**src/rtl/time_frame_pkg.sv**
```systemverilog
// Shared types and constants for the time snapshot framer: FSM states, frame sizes, field slots.
// Purely declarative; no logic, no latency, no flow control.
package time_frame_pkg;

    typedef enum logic [1:0] {
        IDLE    = 2'd0,
        CONVERT = 2'd1,
        SEND    = 2'd2
    } state_e;

    localparam int CONV_CYCLES    = 6;
    localparam int FRAME_LEN_CK   = 7;
    localparam int FRAME_LEN_NOCK = 6;
    localparam int IDX_W          = 3;
    localparam int CNT_W          = 3;
    localparam int FIELD_W        = 6;
    localparam int NUM_FIELDS     = 5;

    localparam int MONTHS  = 0;
    localparam int DAYS    = 1;
    localparam int HOURS   = 2;
    localparam int MINUTES = 3;
    localparam int SECONDS = 4;

    function automatic logic [7:0] bcd_byte(input logic [3:0] tens, input logic [3:0] ones);
        return {tens, ones};
    endfunction

endpackage

```
**src/rtl/bcd_digit_split.sv**
```systemverilog
// One field's binary-to-BCD stage: load a value, then peel off a ten per enabled cycle.
// One subtract per enable; no flow control, the owner decides how many enables to give.
module bcd_digit_split #(
    parameter int W = 6
) (
    input  logic         clk_i,
    input  logic         rst_ni,
    input  logic         load_i,
    input  logic         en_i,
    input  logic [W-1:0] val_i,
    output logic [3:0]   ones_o,
    output logic [3:0]   tens_o
);

    logic [W-1:0] work_q, work_d;
    logic [3:0]   tens_q, tens_d;
    logic         ge10;

    assign ge10 = (work_q >= W'(10));

    always_comb begin
        work_d = work_q;
        tens_d = tens_q;
        if (load_i) begin
            work_d = val_i;
            tens_d = '0;
        end else if (en_i && ge10) begin
            work_d = work_q - W'(10);
            tens_d = tens_q + 4'd1;
        end
    end

    always_ff @(posedge clk_i or negedge rst_ni) begin
        if (!rst_ni) begin
            work_q <= '0;
            tens_q <= '0;
        end else begin
            work_q <= work_d;
            tens_q <= tens_d;
        end
    end

    // After enough enables the residue is below ten, so its low nibble is the ones digit.
    assign ones_o = work_q[3:0];
    assign tens_o = tens_q;

endmodule

```
**src/rtl/time_frame_tx.sv**
```systemverilog
// Snapshots clock fields, converts to BCD in 6 cycles, sends HEADER+5 BCD bytes(+XOR) on valid/ready.
// First byte 6 cycles after snap; bytes hold while tx_ready is low; snaps while busy are dropped.
module time_frame_tx
    import time_frame_pkg::*;
#(
    parameter logic [7:0] HEADER      = 8'hA5,
    parameter bit         CHECKSUM_EN = 1'b1
) (
    input  logic       SysClock,
    input  logic       reset_n,
    input  logic [5:0] seconds,
    input  logic [5:0] minutes,
    input  logic [4:0] hours,
    input  logic [4:0] days,
    input  logic [3:0] months,
    input  logic       snap,
    input  logic       tx_ready,
    output logic [7:0] tx_data,
    output logic       tx_valid,
    output logic       tx_last,
    output logic       busy,
    output logic       snap_drop
);

    localparam logic [IDX_W-1:0] LAST_IDX =
        IDX_W'((CHECKSUM_EN ? FRAME_LEN_CK : FRAME_LEN_NOCK) - 1);

    state_e             state_q, state_d;
    logic [CNT_W-1:0]   cnt_q, cnt_d;
    logic [IDX_W-1:0]   idx_q, idx_d, nxt_idx;
    logic [7:0]         tx_data_q, tx_data_d;
    logic               tx_valid_q, tx_valid_d;
    logic               tx_last_q, tx_last_d;
    logic               busy_q, busy_d;
    logic               snap_drop_q, snap_drop_d;
    logic               load, conv_en;

    logic [FIELD_W-1:0] field_bin  [NUM_FIELDS];
    logic [3:0]         ones       [NUM_FIELDS];
    logic [3:0]         tens       [NUM_FIELDS];
    logic [7:0]         field_byte [NUM_FIELDS];
    logic [7:0]         cksum, nxt_byte;

    assign field_bin[MONTHS]  = {2'b00, months};
    assign field_bin[DAYS]    = {1'b0, days};
    assign field_bin[HOURS]   = {1'b0, hours};
    assign field_bin[MINUTES] = minutes;
    assign field_bin[SECONDS] = seconds;

    for (genvar f = 0; f < NUM_FIELDS; f++) begin : g_split
        bcd_digit_split #(.W(FIELD_W)) u_split (
            .clk_i  (SysClock),
            .rst_ni (reset_n),
            .load_i (load),
            .en_i   (conv_en),
            .val_i  (field_bin[f]),
            .ones_o (ones[f]),
            .tens_o (tens[f])
        );
    end

    always_comb begin
        cksum = '0;
        for (int f = 0; f < NUM_FIELDS; f++) begin
            field_byte[f] = bcd_byte(tens[f], ones[f]);
            cksum         = cksum ^ field_byte[f];
        end
    end

    // Byte to present after the current one is accepted; the digits are stable throughout SEND.
    assign nxt_idx = idx_q + 3'd1;

    always_comb begin
        case (nxt_idx)
            3'd0:    nxt_byte = HEADER;
            3'd1:    nxt_byte = field_byte[MONTHS];
            3'd2:    nxt_byte = field_byte[DAYS];
            3'd3:    nxt_byte = field_byte[HOURS];
            3'd4:    nxt_byte = field_byte[MINUTES];
            3'd5:    nxt_byte = field_byte[SECONDS];
            default: nxt_byte = cksum;
        endcase
    end

    always_comb begin
        state_d     = state_q;
        cnt_d       = cnt_q;
        idx_d       = idx_q;
        tx_data_d   = tx_data_q;
        tx_valid_d  = tx_valid_q;
        tx_last_d   = tx_last_q;
        busy_d      = busy_q;
        snap_drop_d = 1'b0;
        load        = 1'b0;
        conv_en     = 1'b0;
        case (state_q)
            IDLE: begin
                cnt_d = '0;
                if (snap) begin
                    load    = 1'b1;
                    busy_d  = 1'b1;
                    state_d = CONVERT;
                end
            end
            CONVERT: begin
                snap_drop_d = snap;
                conv_en     = 1'b1;
                cnt_d       = cnt_q + 3'd1;
                if (cnt_q == CNT_W'(CONV_CYCLES - 1)) begin
                    state_d    = SEND;
                    idx_d      = '0;
                    tx_valid_d = 1'b1;
                    tx_data_d  = HEADER;
                    tx_last_d  = 1'b0;
                end
            end
            SEND: begin
                snap_drop_d = snap;
                if (tx_ready) begin
                    if (idx_q == LAST_IDX) begin
                        state_d    = IDLE;
                        tx_valid_d = 1'b0;
                        tx_last_d  = 1'b0;
                        tx_data_d  = '0;
                        busy_d     = 1'b0;
                    end else begin
                        idx_d     = nxt_idx;
                        tx_data_d = nxt_byte;
                        tx_last_d = (nxt_idx == LAST_IDX);
                    end
                end
            end
            default: state_d = IDLE;
        endcase
    end

    always_ff @(posedge SysClock or negedge reset_n) begin
        if (!reset_n) begin
            state_q     <= IDLE;
            cnt_q       <= '0;
            idx_q       <= '0;
            tx_data_q   <= '0;
            tx_valid_q  <= 1'b0;
            tx_last_q   <= 1'b0;
            busy_q      <= 1'b0;
            snap_drop_q <= 1'b0;
        end else begin
            state_q     <= state_d;
            cnt_q       <= cnt_d;
            idx_q       <= idx_d;
            tx_data_q   <= tx_data_d;
            tx_valid_q  <= tx_valid_d;
            tx_last_q   <= tx_last_d;
            busy_q      <= busy_d;
            snap_drop_q <= snap_drop_d;
        end
    end

    assign tx_data   = tx_data_q;
    assign tx_valid  = tx_valid_q;
    assign tx_last   = tx_last_q;
    assign busy      = busy_q;
    assign snap_drop = snap_drop_q;

endmodule
```
**config.mk**
```make
export PLATFORM = sky130hd
export DESIGN_NAME = time_frame_tx
export DESIGN_NICKNAME = d
export VERILOG_FILES = /design/src/rtl/time_frame_pkg.sv /design/src/rtl/bcd_digit_split.sv /design/src/rtl/time_frame_tx.sv
export SDC_FILE = /design/constraint.sdc
export NUM_CORES = 1
export LEC_CHECK = 0
export BUFFER_PORTS_ARGS = -buffer_cell sky130_fd_sc_hd__buf_4
export CAP_MARGIN = 20
export CORE_UTILIZATION = 35
export CTS_CLUSTER_SIZE = 10
export DETAILED_ROUTE_END_ITERATION = 10
export PLACE_DENSITY_LB_ADDON = 0.25
export REMOVE_ABC_BUFFERS = 1
export SETUP_SLACK_MARGIN = 0.05
export SKIP_LAST_GASP = 1
export SYNTH_ARGS = -nofsm -noshare
export SYNTH_HDL_FRONTEND = slang
export SYNTH_SLANG_ARGS = --single-unit
```
**constraint.sdc**
```tcl
create_clock -name SysClock -period 2.8 [get_ports SysClock]
set_input_delay 0.42 -clock SysClock [delete_from_list [all_inputs] [get_ports SysClock]]
set_output_delay 0.42 -clock SysClock [all_outputs]
set_load 0.005 [all_outputs]
```
* After elaboration in Yosys (flattened, before gate mapping)
Index checks and enable logic that the tools add are counted.
** Operators by class
- Div/mod/pow operators :: 0
- Add/sub/neg operators :: 12
- Shift operators :: 0
- Reduce and logical (&&, ||, !) cells :: 21
- Order comparisons :: 5
- Bitwise operators :: 4
- $mul :: 0
- Equal/unequal tests :: 15
- Mux-type cells :: 49
** Operators by type and width (number)
- 6-bit 2-to-1 mux :: 10
- 8-bit case mux with 6 select lines :: 1
- 4-bit 2-to-1 mux :: 10
- 8-bit XOR :: 4
- 6-bit by 4-bit greater-or-equal comparator with 1-bit output (second input constant) :: 5
- 6-bit by 4-bit subtractor with 6-bit output (second input constant) :: 5
- 8-bit 2-to-1 mux :: 3
- 4-bit by 1-bit adder with 4-bit output (second input constant) :: 5
- 8-bit case mux with 2 select lines :: 1
- 4-bit AND reduction :: 4
- 2-bit nonzero test :: 8
- 3-bit == test (second input constant) :: 5
- 3-bit case mux with 2 select lines :: 2
- 1-bit 2-to-1 mux :: 11
- 2-bit != test (second input constant) :: 5
- 3-bit 2-to-1 mux :: 3
- 2-bit 2-to-1 mux :: 4
- 3-bit by 1-bit adder with 3-bit output (second input constant) :: 2
- 3-bit by 2-bit == test with 1-bit output (second input constant) :: 2
- 1-bit case mux with 2 select lines :: 3
- 2-bit case mux with 3 select lines :: 1
- 1-bit logical AND :: 5
- 3-bit by 1-bit == test with 1-bit output (second input constant) :: 1
- 3-bit zero test :: 1
- 5 further kinds :: 5
** Word-level totals
- Register bits :: 70
- Logic and storage cells :: 124
- Memory bits (writable) :: 0
- Memories :: 0
- Bits in latches :: 0
- Bits of input ports :: 30
- Output and inout bits :: 12
- ROM bits :: 0

* Logic depth before layout (Yosys ltp)
- Depth in word-level cells :: 8
- Depth in mapped cells :: 8
- Mapped depth without buffers :: 6

* Hierarchy
Synthesis repeated with hierarchy kept, for this count alone.
** Unflattened totals
- Cell total of the unflattened synthesis :: 484
- Area, all modules :: 4778.3 um^2
** By module, submodules not included
- bcd_digit_split :: instances 5, sequential area each 250.2 um^2, cells each 63, area each 605.6 um^2
- time_frame_tx :: instances 1, sequential area each 500.5 um^2, cells each 169, area each 1750.4 um^2

* Worst setup path before layout
OpenSTA, ideal clock, no wires.
- Kind :: register -> register
- Start point :: register idx_q[0]
- End point :: register tx_data_q[1], in the netlist tx_data[1]
- Library setup time :: 0.122 ns
- Data arrival time :: 1.907 ns
- Period minus slack after synthesis :: 2.029 ns
- Buffers on the path :: 1
- Cell stages (with the launch flop) :: 8
- Required time :: 2.678 ns
- Setup slack :: 0.771 ns
- Cell sequence :: dfrtp_1 -> ha_1 -> ha_1 -> buf_2 -> mux2_1 -> a222oi_1 -> nand2_1 -> a32o_1
** On the way
- Longest elaborated chain between the ends :: 6
- Elaborated cells between the ends (all ways) :: 12
- Those cells by class :: 1 x add/sub; 6 x eq/ne; 4 x mux; 1 x reduce/logical
** Ends and longest elaborated chain
- start: declaration :: line time_frame_tx.sv:30 : logic [IDX_W-1:0] idx_q, idx_d, nxt_idx;
- start signal: assignment :: line time_frame_tx.sv:150 : idx_q <= idx_d;
- 3-bit by 1-bit adder with 3-bit output :: line time_frame_tx.sv:71 : assign nxt_idx = idx_q + 3'd1;
- 3-bit == test (tied with other cells) :: line time_frame_tx.sv:74 : case (nxt_idx)
- 8-bit case mux with 6 select lines :: line time_frame_tx.sv:74
- 8-bit 2-to-1 mux (*) :: line time_frame_tx.sv:120 : if (idx_q == LAST_IDX) begin
- 8-bit 2-to-1 mux (*) :: line time_frame_tx.sv:119 : if (tx_ready) begin
- 8-bit case mux with 2 select lines (*) :: line time_frame_tx.sv:96 : case (state_q)
- end signal: assignment :: line time_frame_tx.sv:151 : tx_data_q <= tx_data_d;
- end: declaration :: line time_frame_tx.sv:31 : logic [7:0] tx_data_q, tx_data_d;
Every way passes the cells marked *; elsewhere a longest branch is shown, timed or not. The select of a mux whose other input is x is not followed.
A chain may end at the register's enable or synchronous reset.

* Final worst setup path
- Start point :: register idx_q[1]
- End point :: register tx_data_q[1], in the netlist tx_data[1]
Same word-level chain as after synthesis.

==> reports/results.txt <==
Leak = 2.28 nW
Fin crit share = 0.813
CP max FO = 10
Area leader, netlist = dfrtp_1
Inst Count DP = 632
Worst-path clk slew = 0.06 ns
Internal reg-to-reg setup slack = 0.52 ns
Required @ worst endpoint = 3.03 ns
Netlist cell types = 49
Top cell by count, worst path = ha_1
Initial core utilization = 0.361
Main combinational cell family by area after synthesis = compound AO/OA/AOI/OAI gates
CP max-delay cell = dfrtp_1
CTS root buf = clkbuf_16
Gates resized, CTS repair = 0
Initial antenna violation count = 0
Setup-failing EPs final = 0
Die ar. = 13000 µm²
RSZ-0062 raised after global routing = false
Largest net degree at the start of global routing = 71
First-iteration detailed-routing DRC count = 165
# IOs = 42
Fraction of layout cells with a size suffix above 1 = 0.163
CP startpoint = idx_q[1]
Slew Viols, Final = 0
Tmin final = 2.28 ns
Place WS = 0.578 ns
# Post-CTS Setup Buffers = 0
# fillers = 1214
Critical Path Sink = tx_data[1]
Fin cells = 648
Status = completed
Commonest cells in the netlist = dfrtp_1 (70), nand2_1 (46), nor2_1 (39), xnor2_1 (38), inv_1 (25)
Hpwl dp = 7160 µm
Max Fclk = 0.440 GHz
GR Util All Layers = 0.172
Clk sinks = 70
Drt total wl = 10100 µm
CP Class = reg2reg
DRC viols = 0
Multi-input gate area = 2450 µm²
Final Skew = 0.00486 ns
Post-synthesis compound-gate area fraction = 0.183
Die H = 114 µm
Die Wd = 114 µm
Vias = 3264
Core ar. = 12100 µm²
Worst setup SP type = flop
Post-route ant nets = 0
Relative slew slack = 0.389
Post-synthesis simple-gate area fraction = 0.118
Power Density = 1190 nW/µm²
R2R depth = 7
Synth warn = 0
Placer Congestion = 0.835
Max-Cap Viols = 0
Final hold violations = 0
CTS H-Tree Depth = 3
Register area = 1750 µm²
Worst reg2reg endpoint = tx_data[1]
VDD IR max = 0.000360 V
Row cnt = 40
GR Overflow Total = 0
Vias/cell = 5.04
CTS tree = yes
Top cells by area, synth = dfrtp_1 (40%), xnor2_1 (7.6%), ha_1 (6.3%), xnor3_1 (4.1%), nand2_1 (3.9%)
XOR/XNOR share of the synthesized area = 0.143
First-pass GRT wire length = 16900 µm
Vias in the first global route = 3302
Setup ws final = 0.525 ns
Synthesized area per cell = 9.99 µm²
Mapped cell area = 4380 µm²
Count leader, synth = dfrtp_1
Final Net Count = 527
Synth top area share = 0.400
Number of buffers created by CTS = 9
CTS Hold Buffers Added = 0
Hold Crit Class = in2async
Synthesized flop and latch total = 70
Slowest Stage Delay on Critical Path = 0.41 ns
Arrival time worst endpoint = 2.51 ns
R2r startpoint = idx_q[1]
Async SR Flop Fraction = 1.00
Drt pass-1 iters = 4
Mapped Cells = 438
Fraction of the mapped netlist area in adder cells = 0.0629
Worst-path cell chain = ha_1 > ha_1 > buf_4 > mux2_1 > a222oi_1 > nand2_1 > a32o_1
WL per Instance = 15.7 µm
Clock Latency Late Sink = 0.34 ns
IO buf count = 41
Crit end category = flop
CTS Buffer Depth = 2
Area growth, synth to finish = 17.4%
Actual slew at the worst max-slew pin = 0.916 ns
Seq/Total Area, Yosys = 0.400
# diodes = 0
Primary FF master, synth = dfrtp_1
Fin Setup TNS = 0 ns
Number of enable flip-flop cells after synthesis = 0
Mux cell area share after synthesis = 0.0517
-- final cells by class --
type,count,area share
Timing Repair Buffer,45,0.0682
Sequential cell,70,0.341
Clock buffer,11,0.0453
Inverter,26,0.0190
Clock inverter,5,0.00974
Multi-Input combinational cell,323,0.476
Tap cell,168,0.0409
-- state kept, by name, indices dropped and copies added (netlist names) --
| signal | cells |
|---|---|
| tx_data | 8 |
| state_q | 2 |
| tx_last | 1 |
| g_split.u_split.tens_o | 20 |
| busy | 1 |
| snap_drop | 1 |
| idx_q | 3 |
| tx_valid | 1 |
| g_split.u_split.work_q | 30 |
| cnt_q | 3 |
-- cell families after synthesis --
logic type | count (synthesis)
DFF | 70
adders and majority gates | 22
and+or+nand+nor | 118
buffers and inverters | 45
xor gates and xnor gates | 59
AOI/OAI and AO/OA | 103
muxes | 21
-- per-layer routing --
layer  global-route usage  wire, µm
met3               0.0484       574
met2                0.275      4740
met5                    0         0
met1                0.221      4670
met4               0.0606       160
-- through the flow --
stage | power (W) | hold WS [ns] | instance area, µm² | utilization
global route | 0.00665 | 0.281 | 5140 | 0.424
finish | 0.00612 | 0.205 | 5140 | 0.424
CTS | 0.00620 | 0.248 | 5140 | 0.424
detailed placement | 0.00501 | 0.505 | 4860 | 0.401
global placement | 0.00496 | 0.501 | 4860 | 0.401
floorplan | 0.00421 | 0.124 | 4300 | -
-- critical path, delay by kind of cell (launching register included) --
kind            cells  cell delay, ns
compound gates      2            0.50
fa+ha+maj           2            0.62
buf+inv             1            0.21
flops               1            0.41
mux                 1            0.33
simple gates        1            0.09
-- cells in the final DEF (no fill, tap or decap), drive strengths merged, types with 5 or more instances in the layout --
master / count
mux2i: 8
xor2: 13
xnor2: 38
o211ai: 7
ha: 22
clkbuf: 11
a211oi: 7
a21oi: 8
buf: 45
o21a: 7
nand2: 46
a222oi: 5
nor2: 39
xnor3: 8
inv: 26
a22o: 7
a32o: 6
mux2: 13
o21ai: 34
nand3: 9
dfrtp: 70
-- power breakdown --
group | internal [W] | leakage [nW] | switching, W
clock | 0.000684 | 0.143 | 0.000442
combinational | 0.00149 | 1.27 | 0.00157
sequential | 0.00141 | 0.873 | 0.000524
total | 0.00358 | 2.28 | 0.00253
-- how the worst min path moves through the flow --
stage / to / cells after the start
4_1_cts: g_split[3].u_split.work_q[4] / 1
6_report: g_split[3].u_split.work_q[4] / 1
3_5_place_dp: g_split[0].u_split.work_q[0] / 2
2_1_floorplan: busy / 0
3_3_place_gp: g_split[0].u_split.work_q[0] / 2
5_1_grt: g_split[3].u_split.work_q[0] / 3
(Power assumes the default switching activity.)
